==> src/rtl/vm1_vic.sv <==
// vm1_vic: vectored interrupt controller.
// Collects device requests (level or rising-edge latched), picks the
// lowest-index pending line, raises virq and answers the CPU's vector
// fetch handshake (istb/iack/ivec), then pulses irq_ack to the served device.
module vm1_vic #(
    parameter int                    NREQ      = 4,
    parameter logic [16*NREQ-1:0]    VECTORS   = {16'o000304, 16'o000300, 16'o000064, 16'o000060},
    parameter logic [NREQ-1:0]       EDGE_MASK = 4'b1100
) (
    input  logic            clk_p,
    input  logic            rst_n,
    input  logic            vm_init,
    input  logic [NREQ-1:0] irq_req,
    output logic [NREQ-1:0] irq_ack,
    output logic            virq,
    input  logic            istb,
    output logic [15:0]     ivec,
    output logic            iack
);

    localparam int SELW = (NREQ > 1) ? $clog2(NREQ) : 1;

    typedef enum logic [1:0] {
        ST_IDLE = 2'd0,
        ST_REQ  = 2'd1,
        ST_ACK  = 2'd2,
        ST_GAP  = 2'd3
    } state_t;

    state_t            state_reg;
    logic [SELW-1:0]   sel_reg;
    logic              virq_reg;
    logic              iack_reg;
    logic [15:0]       ivec_reg;
    logic [NREQ-1:0]   irq_ack_reg;

    logic [NREQ-1:0]   pend_reg;
    logic [NREQ-1:0]   pend_next;
    logic [NREQ-1:0]   hist_reg;
    logic [NREQ-1:0]   ack_clear;

    logic [SELW-1:0]   win;
    logic              any_pend;
    logic [15:0]       win_vec;

    // The ACK->GAP transition is the moment irq_ack[sel] goes high; edge
    // pending bits are cleared on that same edge so the pulse and the clear
    // line up, and a fresh edge arriving in that cycle still wins.
    assign ack_clear = (state_reg == ST_ACK && !istb) ? (NREQ'(1) << sel_reg) : '0;

    // Per-line next pending value: level lines follow the request, edge
    // lines latch a 0->1 transition until acknowledged.
    generate
        for (genvar gi = 0; gi < NREQ; gi++) begin : g_pend
            if (EDGE_MASK[gi]) begin : g_edge
                assign pend_next[gi] = (irq_req[gi] & ~hist_reg[gi]) |
                                       (pend_reg[gi] & ~ack_clear[gi]);
            end else begin : g_level
                assign pend_next[gi] = irq_req[gi];
            end
        end
    endgenerate

    // Pending register; INIT clears it like reset does.
    always_ff @(posedge clk_p) begin
        if (!rst_n || vm_init) begin
            pend_reg <= '0;
        end else begin
            pend_reg <= pend_next;
        end
    end

    // Edge-detect history survives INIT so a held level is not a new edge.
    always_ff @(posedge clk_p) begin
        if (!rst_n) begin
            hist_reg <= '0;
        end else begin
            hist_reg <= irq_req;
        end
    end

    // Fixed-priority winner: lowest pending index.
    always_comb begin
        win      = '0;
        any_pend = |pend_reg;
        for (int i = NREQ - 1; i >= 0; i--) begin
            if (pend_reg[i]) begin
                win = SELW'(i);
            end
        end
        win_vec = VECTORS[16*win +: 16] & 16'hFFFC;
    end

    // Handshake FSM with registered outputs.
    always_ff @(posedge clk_p) begin
        if (!rst_n || vm_init) begin
            state_reg   <= ST_IDLE;
            sel_reg     <= '0;
            virq_reg    <= 1'b0;
            iack_reg    <= 1'b0;
            ivec_reg    <= '0;
            irq_ack_reg <= '0;
        end else begin
            case (state_reg)
                ST_IDLE: begin
                    virq_reg    <= 1'b0;
                    iack_reg    <= 1'b0;
                    irq_ack_reg <= '0;
                    if (any_pend) begin
                        sel_reg   <= win;
                        virq_reg  <= 1'b1;
                        state_reg <= ST_REQ;
                    end
                end
                ST_REQ: begin
                    if (!any_pend) begin
                        virq_reg  <= 1'b0;
                        state_reg <= ST_IDLE;
                    end else if (istb) begin
                        sel_reg   <= win;
                        ivec_reg  <= win_vec;
                        iack_reg  <= 1'b1;
                        virq_reg  <= 1'b0;
                        state_reg <= ST_ACK;
                    end else begin
                        sel_reg <= win;
                    end
                end
                ST_ACK: begin
                    if (!istb) begin
                        iack_reg    <= 1'b0;
                        ivec_reg    <= '0;
                        irq_ack_reg <= NREQ'(1) << sel_reg;
                        state_reg   <= ST_GAP;
                    end
                end
                ST_GAP: begin
                    irq_ack_reg <= '0;
                    state_reg   <= ST_IDLE;
                end
                default: begin
                    state_reg <= ST_IDLE;
                end
            endcase
        end
    end

    assign virq    = virq_reg;
    assign iack    = iack_reg;
    assign ivec    = ivec_reg;
    assign irq_ack = irq_ack_reg;

endmodule

==> config.mk <==
export PLATFORM = sky130hd
export DESIGN_NAME = vm1_vic
export DESIGN_NICKNAME = d
export VERILOG_FILES = /design/src/rtl/vm1_vic.sv
export SDC_FILE = /design/constraint.sdc
export NUM_CORES = 1
export LEC_CHECK = 0
export CAP_MARGIN = 30
export CORE_ASPECT_RATIO = 0.9
export CORE_MARGIN = 2
export CORE_UTILIZATION = 49
export CTS_CLUSTER_DIAMETER = 30
export CTS_CLUSTER_SIZE = 40
export DETAILED_ROUTE_END_ITERATION = 16
export PLACE_DENSITY = 0.82
export SLEW_MARGIN = 20
export SYNTH_ARGS = -nofsm -noshare
export SYNTH_HDL_FRONTEND = slang
export SYNTH_SLANG_ARGS = --single-unit
==> constraint.sdc <==
create_clock -name clk_p -period 5.3 [get_ports clk_p]
set_input_delay 1.325 -clock clk_p [delete_from_list [all_inputs] [get_ports clk_p]]
set_output_delay 1.325 -clock clk_p [all_outputs]
set_load 0.1 [all_outputs]
# After elaboration in Yosys (flattened, before gate mapping)
# Index checks and enable logic that the tools add are counted.
totals:
  register_bits: 34
  input_bits: 8
op_classes:
  reduce_logical: 18
  n_bitwise: 10
  n_shift: 2
  eq_ne: 8
  n_mux: 24
op_table:
  columns: ["operator", "count"]
  rows:
  - ["64-bit by 7-bit indexed part select with 16-bit output (first input constant)", 1]
  - ["16-bit 2-to-1 mux", 3]
  - ["16-bit case mux with 2 select lines", 1]
  - ["2-bit 2-to-1 mux", 8]
  - ["4-bit 2-to-1 mux", 2]
  - ["2-bit != test (second input constant)", 4]
  - ["2-bit case mux with 4 select lines", 1]
  - ["4-bit case mux with 2 select lines", 1]
  - ["4-bit AND reduction", 2]
  - ["1-bit 2-to-1 mux", 6]
  - ["2-bit AND reduction", 3]
  - ["2-bit nonzero test", 3]
  - ["1-bit AND", 4]
  - ["2-bit equality test (second input constant)", 2]
  - ["1-bit NOT", 4]
  - ["2-bit OR reduction", 2]
  - ["4-bit OR reduction", 1]
  - ["1-bit by 2-bit left shift with 4-bit output (first input constant)", 1]
  - ["3-bit != test (second input constant)", 1]
  - ["1-bit case mux with 3 select lines", 1]
  - ["3-bit AND reduction", 1]
  - ["3-bit nonzero test", 1]
  - ["2-bit by 1-bit equality test with 1-bit output (second input constant)", 1]
  - ["1-bit zero test", 2]
  - ["5 further kinds", 6]

# Longest topological paths before layout
depth:
  ltp_word: 8
  depth_mapped: 7
  mapped_depth_nobuf: 6

# Least setup slack after synthesis
# No wires, ideal clock.
synth_timing:
  path_type: "register -> output"
  start: "register ivec_reg[5], in the netlist ivec[5]"
  end: "output ivec[5]"
  t_arrival_ns: 1.373
  path_stages_with_launch: 2
  path_buffers: 1
  setup_slack_ns: 2.602
  cell_sequence: "dfxtp_1 -> buf_4"
synth_lines:
  columns: ["item", "line_no", "text"]
  rows:
  - ["from (decl)", "34", "logic [15:0] ivec_reg;"]
  - ["from (signal assigned)", "121", "ivec_reg <= win_vec;"]
  - ["to (decl)", "17", "output logic [15:0] ivec,"]
# No word-level cell between the ends.

==> impl_metrics.csv <==
group,metric,value,unit
global_routing,grt_pass1_wl,3180,um
setup_path,r2r_end,"ivec[2]",
floorplanning,start_util,52.4,%
sta,fin_crit,3.15,ns
cells_and_area,n_antenna_cell,0,
run,cap_violations,0,
setup_path,critPathBufInv,1,
clocking,cts_tree,"built",
setup_path,critPathKind,"reg2out",
pwr,ir_drop,163,uV
cells_and_area,drive_gt1_share,8.46,%
sta,tns,0,ns
synth,synth_area_per_cell,8.97,um^2
detailed_routing,drtIter0Drc,14,
synth,synth_edf_count,0,
sta,tightest_slew,0.968,ns
sta,hold_viol_final,0,
floorplanning,core_area,0.00195,mm^2
setup_path,timing.rr.start,"state_reg[0]",
setup_path,cpMaxStageDelayCell,"clkdlybuf4s50_1",
sta,final_max_slew_viol_count,0,
clocking,cts_hold_buf,0,
detailed_routing,routed_wl,1910,um
floorplanning,dieArea,0.00247,mm^2
placement,dp_hpwl,1420,um
synth,syn_inst,114,
floorplanning,fp-row-count,15,
synth,yosysWarnings,0,
setup_path,rr_worst_depth,6,
global_routing,antenna_found_initial,0,
clocking,cts_sinks,19,
floorplanning,die_y,47.3,um
detailed_routing,drt_pass1_iterations,4,
global_routing,track_usage,18.3,%
run_status,status,"completed",
hold_path,min_path_type,"reg2reg",
setup_path,path_max_fanout,3,
global_routing,grt_pass1_vias,735,
setup_path,cp_data_arrival_time,1.82,ns
setup_path,crit_family,"buffers and inverters",
detailed_routing,antenna_left,0,
detailed_routing,via_count,819,
clocking,cts_root_buffer,"clkbuf_4",
synth,synth_common_cells,"19 x dfxtp_1, 14 x nor2_1, 13 x buf_4",
cells_and_area,nFillCells,183,
synth,ys_ff_latch,19,
setup_path,cp_slowest_stage_delay,1.14,ns
floorplanning,dieWidth,52.1,um
clocking,ctsHtreeMaxLevel,1,
synth,ys_types,36,
floorplanning,io_pins,30,
global_routing,grt_max_degree,16,
synth,synth_top_cell_area_share,37.2,%
cells_and_area,multiInputGateArea,537,um^2
detailed_routing,drcViolationCount,0,
global_routing,overflow,0,
setup_path,crit_chain,"clkdlybuf4s50_1",
setup_path,r2r_slack,3.29,ns
detailed_routing,wl_per_cell,12.3,um
sta,max_slew_margin,35.2,%
clocking,post_cts_buffers,0,
setup_path,cp.required,3.97,ns
sta,fin_crit_sh,59.4,%
synth,yosysTopAreaCell,"dfxtp_1",
cells_and_area,regArea,380,um^2
synth,ys_dominant_reg_cell,"dfxtp_1",
sta,whs,0.476,ns
clocking,cts.repair.resized,0,
pwr,p_leak,0.438,nW
pwr,p_per_area,260,mW/mm^2
setup_path,start_kind,"register",
setup_path,end_kind,"output port",
clocking,clockBufferDepth,2,
clocking,cts.clk_slew.worst_paths,0.11,ns
hold_path,min_path_cells,2,
sta,final-setup-viol-count,0,
synth,synth_seq_area_share,37.2,%
hold_path,hold_end,"ivec[2]",
placement,io_buffers,18,
cells_and_area,finalNetCount,144,
sta,fin_worst_skew,0.00238,ns
clocking,clock_latency,0.31,ns
sta,max_freq,0.318,GHz
clocking,numCtsBuffers,3,
hold_path,hp-start,"ivec[2]",
synth,synthArstFlopShare,0,%
cells_and_area,area_growth,14.9,%
detailed_routing,vias_per_cell,5.28,
placement,gp_congestion,0.832,
sta,rsz0062_at_grt,"false",
synth,yosysMostFrequentCell,"dfxtp_1",
synth,netlist_area,0.00102,mm^2
synth,synth_area_leaders,"dfxtp_1 37%, buf_4 9.5%, ha_1 6.1%",
[worst max-delay path by stage]
stage          endpoint  depth (start not counted)     from  slack [ns]
2_1_floorplan   ivec[5]                          1  ivec[5]        2.60
3_3_place_gp    ivec[2]                          5     istb        2.32
3_5_place_dp    ivec[2]                          5     istb        2.23
4_1_cts         ivec[4]                          1  ivec[5]        2.14
5_1_grt         ivec[4]                          1  ivec[5]        2.09
6_report        ivec[4]                          1  ivec[5]        2.15
[per-stage QoR]
stage          utilization [%]  std cells  cell area (um^2)  power [mW]  worst slack, ns
5_1_grt                   60.2        155              1170       0.319             2.09
3_5_place_dp              58.8        151              1150       0.232             2.23
2_1_floorplan                -        124              1060       0.226             2.60
4_1_cts                   60.2        155              1170       0.306             2.14
6_report                  60.2        155              1170       0.306             2.15
3_3_place_gp              58.8        151              1150       0.230             2.32
[report_power, final]
group / internal, mW / switching [mW]
Combinational: 0.0189 / 0.0592
Clock: 0.0282 / 0.0485
Sequential: 0.147 / 0.00419
[kinds of logic after synthesis]
kind of cell / Yosys count / share of synthesized area [%]
AOI/OAI and AO/OA: 26 / 17.0
adders and majority gates: 5 / 6.12
buffers and inverters: 21 / 14.0
DFF: 19 / 37.2
muxes: 1 / 1.10
other: 1 / 0.367
and+or+nand+nor: 41 / 24.2
[layout make-up]
type | instances | share of cell area [%]
repair buffers | 18 | 15.3
flip-flops and latches | 19 | 32.4
inverters | 5 | 1.60
multi-input cells | 84 | 45.7
clock inverters | 1 | 0.426
clock buffers | 3 | 1.92
well taps | 25 | 2.66
[cells in the final DEF, fill, tap and decap left out, types with 2 or more instances in the layout]
master           netlist  final
dfxtp_1               19     19
nand2_1                5      5
o21ai_0                3      3
and2_1                 4      4
nor3_1                 2      2
nor4b_1                2      2
nor2b_1                3      3
clkbuf_4               0      3
ha_1                   5      5
a21oi_1               12     12
inv_1                  5      5
conb_1                 1     11
a32oi_1                2      2
nor2_1                14     14
a211oi_1               2      2
clkdlybuf4s50_1        0     18
[metal layers]
metal,part of all wire (%),track usage (%),vias to the layer above
met3,5.7,6.69,7
met4,2.6,10.3,0
met2,49,29.6,22
met1,43,21.6,388
met5,0,0,-
li1,-,-,402
(Power assumes the default switching activity.)
